--- src/rtl/ushift_seq.sv ---
// Sequential shift/rotate unit: one bit per clock, multi-bit amount,
// five shift/rotate modes, start/busy/done handshake, carry and zero flags.
//
// Handshake: start is accepted on a rising edge only while busy=0. busy is
// high from the edge after accept until the edge that raises done; done is
// a one-cycle pulse in the first IDLE cycle. A start seen in the done cycle
// is accepted normally. result and carry hold after done until the next
// accept or reset.
module ushift_seq #(
    parameter int WIDTH = 8,
    parameter int AMT_W = 4
) (
    input  logic             clk,
    input  logic             reset,
    input  logic             start,
    input  logic [2:0]       op,
    input  logic [AMT_W-1:0] amt,
    input  logic [WIDTH-1:0] a,
    input  logic             bsLeft,
    input  logic             bsRight,
    output logic [WIDTH-1:0] result,
    output logic             busy,
    output logic             done,
    output logic             carry,
    output logic             zero
);

    localparam logic [0:0] ST_IDLE  = 1'b0;
    localparam logic [0:0] ST_SHIFT = 1'b1;

    localparam logic [2:0] OP_LSL = 3'b000;
    localparam logic [2:0] OP_LSR = 3'b001;
    localparam logic [2:0] OP_ASR = 3'b010;
    localparam logic [2:0] OP_ROL = 3'b011;
    localparam logic [2:0] OP_ROR = 3'b100;

    logic [0:0]       state;
    logic [AMT_W-1:0] count;
    logic [2:0]       op_q;
    logic [WIDTH-1:0] result_q;
    logic             carry_q;
    logic             done_q;

    // Control FSM plus the shift datapath; one bit moves per SHIFT cycle.
    always_ff @(posedge clk) begin
        if (reset) begin
            state    <= ST_IDLE;
            count    <= '0;
            op_q     <= OP_LSL;
            result_q <= '0;
            carry_q  <= 1'b0;
            done_q   <= 1'b0;
        end else begin
            done_q <= 1'b0;
            case (state)
                ST_IDLE: begin
                    if (start) begin
                        result_q <= a;
                        count    <= amt;
                        op_q     <= op;
                        carry_q  <= 1'b0;
                        state    <= ST_SHIFT;
                    end
                end
                default: begin
                    if (count != '0) begin
                        // Reserved ops leave data untouched but still consume
                        // the same number of cycles as a real shift.
                        case (op_q)
                            OP_LSL: begin
                                result_q <= {result_q[WIDTH-2:0], bsLeft};
                                carry_q  <= result_q[WIDTH-1];
                            end
                            OP_LSR: begin
                                result_q <= {bsRight, result_q[WIDTH-1:1]};
                                carry_q  <= result_q[0];
                            end
                            OP_ASR: begin
                                result_q <= {result_q[WIDTH-1], result_q[WIDTH-1:1]};
                                carry_q  <= result_q[0];
                            end
                            OP_ROL: begin
                                result_q <= {result_q[WIDTH-2:0], result_q[WIDTH-1]};
                                carry_q  <= result_q[WIDTH-1];
                            end
                            OP_ROR: begin
                                result_q <= {result_q[0], result_q[WIDTH-1:1]};
                                carry_q  <= result_q[0];
                            end
                            default: begin
                                result_q <= result_q;
                                carry_q  <= carry_q;
                            end
                        endcase
                        count <= count - AMT_W'(1);
                    end else begin
                        state  <= ST_IDLE;
                        done_q <= 1'b1;
                    end
                end
            endcase
        end
    end

    assign result = result_q;
    assign carry  = carry_q;
    assign done   = done_q;
    assign busy   = (state == ST_SHIFT);
    assign zero   = (result_q == '0);

endmodule

--- config.mk ---
export PLATFORM = sky130hd
export DESIGN_NAME = ushift_seq
export DESIGN_NICKNAME = d
export VERILOG_FILES = /design/src/rtl/ushift_seq.sv
export SDC_FILE = /design/constraint.sdc
export NUM_CORES = 1
export LEC_CHECK = 0
export ABC_AREA = 1
export BUFFER_PORTS_ARGS = -buffer_cell sky130_fd_sc_hd__buf_2
export CAP_MARGIN = 20
export CORE_MARGIN = 2
export CORE_UTILIZATION = 46
export CTS_BUF_LIST = sky130_fd_sc_hd__clkbuf_16
export CTS_CLUSTER_DIAMETER = 100
export CTS_CLUSTER_SIZE = 40
export DETAILED_ROUTE_END_ITERATION = 6
export PLACE_DENSITY = 0.74
export SKIP_LAST_GASP = 1
export SLEW_MARGIN = 15
export SYNTH_ARGS = -nofsm -noshare
export SYNTH_HDL_FRONTEND = slang
export SYNTH_SLANG_ARGS = --single-unit
--- constraint.sdc ---
create_clock -name clk -period 1.5 [get_ports clk]
set_clock_uncertainty 0.2 [all_clocks]
set_input_delay 0.225 -clock clk [delete_from_list [all_inputs] [get_ports clk]]
set_output_delay 0.225 -clock clk [all_outputs]
set_load 0.02 [all_outputs]
==> results.json, run 1 <==
{
  "r2r_cells": 8,
  "outcome": "finished clean",
  "arrival_ps": 1040,
  "clk_latency_ps": 250,
  "p_leak_nw": 0.792,
  "setup_viol_count_final": 0,
  "cp_slowest_cell": "dfxtp_2",
  "reg2reg_slack_ps": 50,
  "syn_area_mm2": 0.00117,
  "synthTopCellsByArea": "dfxtp_1, nand3_1, inv_1",
  "power_density_mw_per_mm2": 1170,
  "grt_max_degree": 15,
  "cap_violations": 0,
  "core-area_mm2": 0.00245,
  "cts_tree": "built",
  "yosysSeqAreaShare": 0.308,
  "fin_crit_ps": 1470,
  "slew_viol_final": 0,
  "cts_buffer_depth": 2,
  "drt_iter0_markers": 26,
  "dp.cells": 245,
  "max_freq_mhz": 682,
  "hold_path.class": "input pin to flop",
  "area_delta_synth_final_pct": 36.5,
  "synth_top_area_share": 0.308,
  "first_global_vias": 1215,
  "worstPathCellList": "inv_2 -> nand4_1 -> nor2_1 -> buf_4",
  "path_clk_slew_ps": 50,
  "vias_per_cell": 5.22,
  "hold_violations": 0,
  "vias": 1315,
  "critPathMaxFanout": 4,
  "n_fill_cell": 228,
  "numPortBuffers": 31,
  "worstPathBufferInverterCount": 2,
  "dpl_cell_area_mm2": 0.00142,
  "crit_type": "flop to output pin",
  "yosys.area.top_type": "dfxtp_1",
  "synth.avg_cell_area_um2": 6.65,
  "ys_ff_latch": 18,
  "firstDrtPassIters": 4,
  "seqCellArea_um2": 382,
  "async_reset_ff_frac": 0,
  "die_width_um": 54.5,
  "ios": 32,
  "drc": 0,
  "grt_usage": 0.234,
  "cp_top_family": "flip-flops",
  "antenna_found_initial": 0,
  "syn_inst": 176,
  "hold_depth": 2,
  "place_congestion": 0.862,
  "antenna_cells": 0,
  "period_share": 0.978,
  "die_area_mm2": 0.00297,
  "grt_overflow_total": 0,
  "cts_buffers": 3,
  "ir_drop_mv": 0.686,
  "max_stage_delay_ps": 340,
  "worstMarginPinSlew_ps": 486,
  "synth_cell_types": 27,
  "ys_top_cells_by_count": "inv_1, nand2_1, nand3_1",
  "synth_fp_nets": 198,
  "dp_hpwl_um": 2240,
  "grt_pass1_wl_um": 5070,
  "ant_nets": 0,
  "relSlewSlack": 0.676,
  "routed_wl_um": 3150,
  "h-tree-depth": 1,
  "cts.root.buffer_cell": "clkbuf_16",
  "critPathLaunchType": "flop",
  "multiInputGateArea_um2": 706,
  "worst-path-stages": 4,
  "layout.nets": 246,
  "stdcell_count": 252,
  "cts.sink_count": 18,
  "die_y_um": 54.5,
  "rows": 18,
  "drive_above_1_share": 0.450,
  "final_area_mm2": 0.00160,
  "cts_hold_buf": 0,
  "endpoint_kind": "output pin",
  "cp.required_ps": 1070,
  "synth_edf_count": 0,
  "wl_per_cell_um": 12.5,
  "dominantRegCellSynth": "dfxtp_1",
  "ys_warn_count": 0,
  "start_util": 0.477
}
==> kinds of logic after synthesis <==
group,after synthesis,synth area share
AND/OR/NAND/NOR,87,0.379
AO/OA/AOI/OAI,34,0.155
buffers and inverters,34,0.129
flip-flops,18,0.308
adder cells (fa/ha/maj),2,0.0214
XOR/XNOR,1,0.00748
==> stage by stage <==
step                setup WS [ps]  power (W)  hold WS, ps  utilization  TNS, ps
floorplan                    41.7    0.00104         94.1            -        0
global placement             36.6    0.00122          281        0.578        0
detailed placement          -58.4    0.00124          284        0.578    -62.6
CTS                         -2.89    0.00178         21.0        0.610    -4.35
global route                -4.07    0.00199         35.2        0.651    -4.55
finish                       33.6    0.00187         26.7        0.651        0
==> sequential cells by signal (all words and copies together) (netlist names) <==
signal / flops
result: 8
done: 1
busy: 1
count: 4
carry: 1
op_q: 3
==> power by group <==
| part | total, W | internal [W] | switching, W | leakage, nW |
|---|---|---|---|---|
| combinational | 0.000712 | 0.000290 | 0.000422 | 0.601 |
| clock | 0.000524 | 0.000351 | 0.000173 | 0.0370 |
| sequential | 0.000631 | 0.000557 | 0.0000744 | 0.154 |
| total | 0.00187 | 0.00120 | 0.000670 | 0.792 |
==> area by class of cell <==
type | instances | area share
repair buffers | 47 | 0.176
multi-input cells | 124 | 0.441
inverters | 30 | 0.0736
well taps | 30 | 0.0235
clock buffers | 3 | 0.0469
flip-flops and latches | 18 | 0.239
==> worst paths after layout <==
| check | startpoint | endpoint |
|---|---|---|
| setup / recovery | result[7] | zero |
| hold / removal | reset | done |
| setup reg to reg | count[1] | result[3] |
| hold reg to reg | count[2] | count[2] |
==> worst register-to-register path, delay by kind of cell (launching register included) <==
family | cells | cell delay, ps
AND/OR/NAND/NOR | 3 | 260
buffers and inverters | 2 | 200
adder cells (fa/ha/maj) | 1 | 200
AO/OA/AOI/OAI | 2 | 170
flip-flops | 1 | 310
==> routing by layer <==
layer  vias up  GRT usage  routed length (um)  share of wire
met1       607      0.279                1410           0.45
met5         -          0                   0              0
li1        665          -                   -              -
met2        35      0.410                1560           0.49
met3         8     0.0383                 146          0.046
met4         0      0.100                  42          0.013
==> cells in the final DEF, fill, tap and decap left out, types with 2 or more instances in the layout <==
cell	count
nand2_1	24
nand4_1	4
o21ai_2	7
dfxtp_2	11
a21oi_2	2
a21oi_1	13
nand2_2	4
nor2_4	2
o211ai_1	2
clkbuf_16	3
dfxtp_1	5
nand2_4	3
inv_4	2
nand3_1	24
buf_2	30
inv_1	15
nor2_1	23
buf_4	16
inv_2	13
dfxtp_4	2
o21ai_0	8
==> what timing repair did <==
item                                   in CTS  in global routing
pin swaps                                   0                  5
endpoints found under the hold margin       0                  0
setup buffers                               0                  3
resized for setup                           3                 42
cloned                                      0                  1
setup endpoints to repair                   3                 15
Power figures use the tool's default switching activity.
==> run 2, diff against run 1 <==
Clock period 1.5 ns to 1.33 ns, I/O delays scaled along.
==> results.json, run 2 (synthesized netlist as in run 1, its figures left out) <==
{
  "r2r-end": "result[7]",
  "vias": 1395,
  "cts.sink_count": 18,
  "fin_crit_ps": 1440,
  "grt_pass1_wl_um": 5230,
  "layout.nets": 257,
  "clk_latency_ps": 250,
  "drc": 0,
  "firstDrtPassIters": 5,
  "hp-start": "op[2]",
  "grt_usage": 0.243,
  "drive_above_1_share": 0.466,
  "numPortBuffers": 31,
  "n_fill_cell": 193,
  "arrival_ps": 1420,
  "r2r_cells": 8,
  "core-area_mm2": 0.00245,
  "routed_wl_um": 3500,
  "area_delta_synth_final_pct": 53.3,
  "cp_top_family": "simple AND/OR/NAND/NOR gates",
  "violations": "negative setup slack",
  "rsz0062_at_grt": "yes",
  "start_util": 0.477,
  "reg2reg_slack_ps": -110,
  "cts_tree": "built",
  "grt_overflow_total": 0,
  "cp.required_ps": 1300,
  "relSlewSlack": 0.829,
  "period_share": 1.09,
  "r2r_start": "count[0]",
  "critPathMaxFanout": 3,
  "ir_drop_mv": 1.01,
  "power_density_mw_per_mm2": 1250,
  "hold_depth": 3,
  "first_global_vias": 1214,
  "h-tree-depth": 1,
  "final_cell_mix": "buf_2, nand2_1, nand3_1",
  "place_congestion": 0.912,
  "critPathLaunchType": "flop",
  "path_clk_slew_ps": 60,
  "cts_buffers": 3,
  "setup_viol_count_final": 14,
  "die_area_mm2": 0.00297,
  "die_y_um": 54.5,
  "max_stage_delay_ps": 350,
  "outcome": "finished with violations",
  "min_to": "op_q[2]",
  "hold_violations": 0,
  "p_total_w": 0.00224,
  "drt_iter0_markers": 54,
  "worstPathBufferInverterCount": 2,
  "hold_path.class": "input pin to flop",
  "antenna_cells": 0,
  "ios": 32,
  "endpoint_kind": "flop",
  "grt_max_degree": 17,
  "p_leak_nw": 0.869,
  "antenna_found_initial": 0,
  "crit_type": "flop to flop",
  "worstPathCellList": "inv_4 -> ha_4 -> nand4_4 -> buf_4 -> nand3_1 -> nor2_1 -> nand2_1 -> a21oi_2",
  "die_width_um": 54.5,
  "vias_per_cell": 5.28,
  "multiInputGateArea_um2": 766,
  "largest_reg_flops": 8,
  "cp_slowest_cell": "dfxtp_2",
  "worstMarginPinSlew_ps": 256,
  "cap_violations": 0,
  "wl_per_cell_um": 13.3,
  "slew_viol_final": 0,
  "dp_hpwl_um": 2270,
  "rows": 18,
  "cts_buffer_depth": 2,
  "seqCellArea_um2": 389,
  "ant_nets": 0,
  "cts.root.buffer_cell": "clkbuf_16",
  "layout_setup_ws_ps": -115,
  "dp_slack_ps": -98.9,
  "max_freq_mhz": 692,
  "final_common_cell": "buf_2"
}
[run 2: area by class of cell]
class,instances,share of cell area
clock inverters,1,0.00209
inverters,30,0.0725
well taps,30,0.0209
multi-input cells,125,0.426
repair buffers,57,0.220
clock buffers,3,0.0418
flip-flops and latches,18,0.217
[run 2: through the flow]
stage | instance area, um2 | hold WS, ps | TNS [ps] | util | std cells
6_report | 1800 | 29.4 | -885 | 0.731 | 264
4_1_cts | 1660 | 38.0 | -755 | 0.677 | 260
2_1_floorplan | 1220 | 68.6 | -70.0 | - | 176
3_5_place_dp | 1500 | 252 | -931 | 0.613 | 250
3_3_place_gp | 1500 | 237 | -374 | 0.613 | 250
5_1_grt | 1800 | 78.7 | -1860 | 0.731 | 264
[run 2: power by group]
group	switching (W)	total, W	internal (W)	leakage [nW]
sequential	0.0000761	0.000699	0.000623	0.154
clock	0.000214	0.000614	0.000400	0.0385
combinational	0.000533	0.000930	0.000397	0.676
total	0.000823	0.00224	0.00142	0.869
[run 2: worst register-to-register path: cells and delay by family (launching register included)]
kind	cells	cell delay, ps
AOI/OAI and AO/OA	1	120
buffers and inverters	2	170
and+or+nand+nor	4	380
DFF	1	350
adders and majority gates	1	160
[run 2: worst max-delay path by stage]
stage	from	endpoint	slack, ps	cells past startpoint
floorplan	busy	carry	-30	6
global route	count[0]	result[7]	-200	8
global placement	count[0]	result[6]	-60	7
CTS	count[0]	result[7]	-70	8
finish	count[0]	result[7]	-110	8
detailed placement	count[0]	result[3]	-100	7
[run 2: metal layers]
layer  vias to the layer above  global-route usage  part of all wire
met3                         8              0.0328             0.051
met2                        47               0.420              0.49
met1                       650               0.315              0.43
li1                        690                   -                 -
met4                         0              0.0667             0.019
met5                         -                   0                 0
[run 2: timing repair]
| action | CTS | global route |
|---|---|---|
| hold buffers | 3 | 0 |
| setup endpoints to repair | 15 | 16 |
| hold endpoints to repair | 1 | 0 |
| pin swaps | 4 | 15 |
| buffers inserted | 2 | 4 |
| cloned | 1 | 0 |
| gates resized for setup | 19 | 28 |
==> run 3, diff against run 2 <==
Settings changed: ABC_AREA 1 to not set, CORE_ASPECT_RATIO set to 0.75, CORE_MARGIN 2 to not set.
==> results.json, run 3 <==
{
  "outcome": "finished with violations",
  "violations": "negative hold slack, negative setup slack",
  "p_total_w": 0.00238,
  "rows": 15,
  "endpoint_kind": "flop",
  "numPortBuffers": 31,
  "vias": 1448,
  "final_cell_mix": "buf_4, buf_2, nor2_1, buf_6, nand2b_1",
  "cap_violations": 0,
  "grt_max_degree": 19,
  "grt_pass1_wl_um": 6020,
  "whs_ps": -3.67,
  "ys_warn_count": 0,
  "die_width_um": 59.7,
  "dp_slack_ps": -400,
  "area_delta_synth_final_pct": 72.5,
  "worstPathCellList": "o21a_4 -> or4_1 -> o211ai_1 -> a311oi_2",
  "grt_usage": 0.309,
  "cts.root.buffer_cell": "clkbuf_16",
  "stdcell_count": 236,
  "cts.sink_count": 18,
  "wl_per_cell_um": 20.3,
  "syn_inst": 134,
  "drive_above_1_share": 0.639,
  "cp_top_family": "compound AO/OA/AOI/OAI gates",
  "final_common_cell": "buf_4",
  "first_global_vias": 1219,
  "vias_per_cell": 6.14,
  "yosys.area.top_type": "dfxtp_1",
  "critPathLaunchType": "flop",
  "synth_cell_types": 37,
  "power_density_mw_per_mm2": 1200,
  "crit_type": "flop to flop",
  "cts_tree": "built",
  "hold_path.class": "input pin to flop",
  "setup_viol_count_final": 17,
  "max_stage_delay_ps": 520,
  "hold_violations": 1,
  "largest_reg_flops": 8,
  "synth_fp_nets": 156,
  "synth_edf_count": 0,
  "synthTopCellsByArea": "dfxtp_1, nor2_1, a311oi_1",
  "ir_drop_mv": 0.759,
  "ios": 32,
  "yosysMostFrequentCell": "nor2_1",
  "fin_tns_setup_ps": -5190,
  "ant_nets": 0,
  "period_share": 1.34,
  "fin_crit_ps": 1780,
  "start_util": 0.494,
  "die_y_um": 45.3,
  "drt_iter0_markers": 114,
  "worstMarginPinSlew_ps": 506,
  "layout_setup_ws_ps": -446,
  "max_freq_mhz": 563,
  "worstPathBufferInverterCount": 0,
  "slew_viol_final": 0,
  "synth.avg_cell_area_um2": 8.58,
  "yosysSeqAreaShare": 0.313,
  "grt_overflow_total": 0,
  "cp_slowest_cell": "or4_1",
  "p_leak_nw": 0.837,
  "routed_wl_um": 4790,
  "syn_area_mm2": 0.00115,
  "arrival_ps": 1690,
  "cp.required_ps": 1240,
  "path_clk_slew_ps": 50,
  "clk_latency_ps": 250,
  "synth_top_area_share": 0.313,
  "layout.nets": 225,
  "n_fill_cell": 126,
  "core-area_mm2": 0.00233,
  "drc": 0,
  "antenna_found_initial": 0,
  "place_congestion": 0.803,
  "h-tree-depth": 1,
  "dp_hpwl_um": 2290,
  "ys_ff_latch": 18,
  "relSlewSlack": 0.663,
  "ys_top_cells_by_count": "nor2_1, dfxtp_1, nand2b_1",
  "firstDrtPassIters": 4,
  "antenna_cells": 0,
  "cts_buffers": 3,
  "critPathMaxFanout": 8,
  "async_reset_ff_frac": 0,
  "cts_buffer_depth": 2,
  "die_area_mm2": 0.00271,
  "dp.cells": 219,
  "dominantRegCellSynth": "dfxtp_1",
  "rsz0062_at_grt": "yes"
}
==> run 3: timing repair <==
item                                   CTS  global route
pin swaps                               14            19
buffers inserted                         7             8
endpoints found under the hold margin    2             0
hold buffers                             2             0
resized for setup                       23            40
gates cloned                             1             0
setup endpoints to repair               15            22
==> run 3: final cells by class <==
type                       instances  area [um2]  share of cell area
sequential                        18         393               0.198
tap                               34        42.5              0.0215
multi-input combinational        102         907               0.457
inverter                           4        15.0             0.00757
clock buffer                       3        75.1              0.0379
timing repair buffer              74         547               0.276
clock inverter                     1        3.75             0.00189
==> run 3: worst paths after layout <==
kind,startpoint,endpoint,slack (ps),cells past startpoint
worst max-delay path,op_q[1],result[5],-450,4
worst min-delay path,op[2],op_q[2],-4,3
worst max register to register,op_q[1],result[5],-450,4
worst min register to register,carry,carry,300,2
==> run 3: kinds of logic (layout without fill, tap and decap cells) <==
kind of cell    after synthesis  in the layout  share of synthesized area
fa+ha+maj                     2              2                     0.0218
compound gates               35             35                      0.225
simple gates                 57             57                      0.301
buf+inv                      14             82                     0.0631
mux                           8              8                     0.0751
flops                        18             18                      0.313
==> run 3: stage by stage <==
| step | utilization | hold slack [ps] | cell area [um2] |
|---|---|---|---|
| 2_1_floorplan | - | 138 | 1210 |
| 3_3_place_gp | 0.680 | 235 | 1580 |
| 3_5_place_dp | 0.680 | 244 | 1580 |
| 4_1_cts | 0.784 | 4.36 | 1830 |
| 5_1_grt | 0.852 | 37.6 | 1980 |
| 6_report | 0.852 | -3.67 | 1980 |
==> run 3: report_power, final <==
part           total, W  switching, W  internal [W]
Sequential     0.000692     0.0000758      0.000616
Combinational   0.00107      0.000533      0.000535
Clock          0.000622      0.000222      0.000401
==> run 3: tightest hold or removal path, stage by stage <==
cell and delay [ps]:
buf_2 80, a21oi_1 50, nor2_1 90
==> run 3: metal layers <==
layer | wire length (um) | GRT usage
met5 | 0 | 0
met2 | 2240 | 0.496
met1 | 1850 | 0.414
met4 | 244 | 0.0977
met3 | 458 | 0.0688
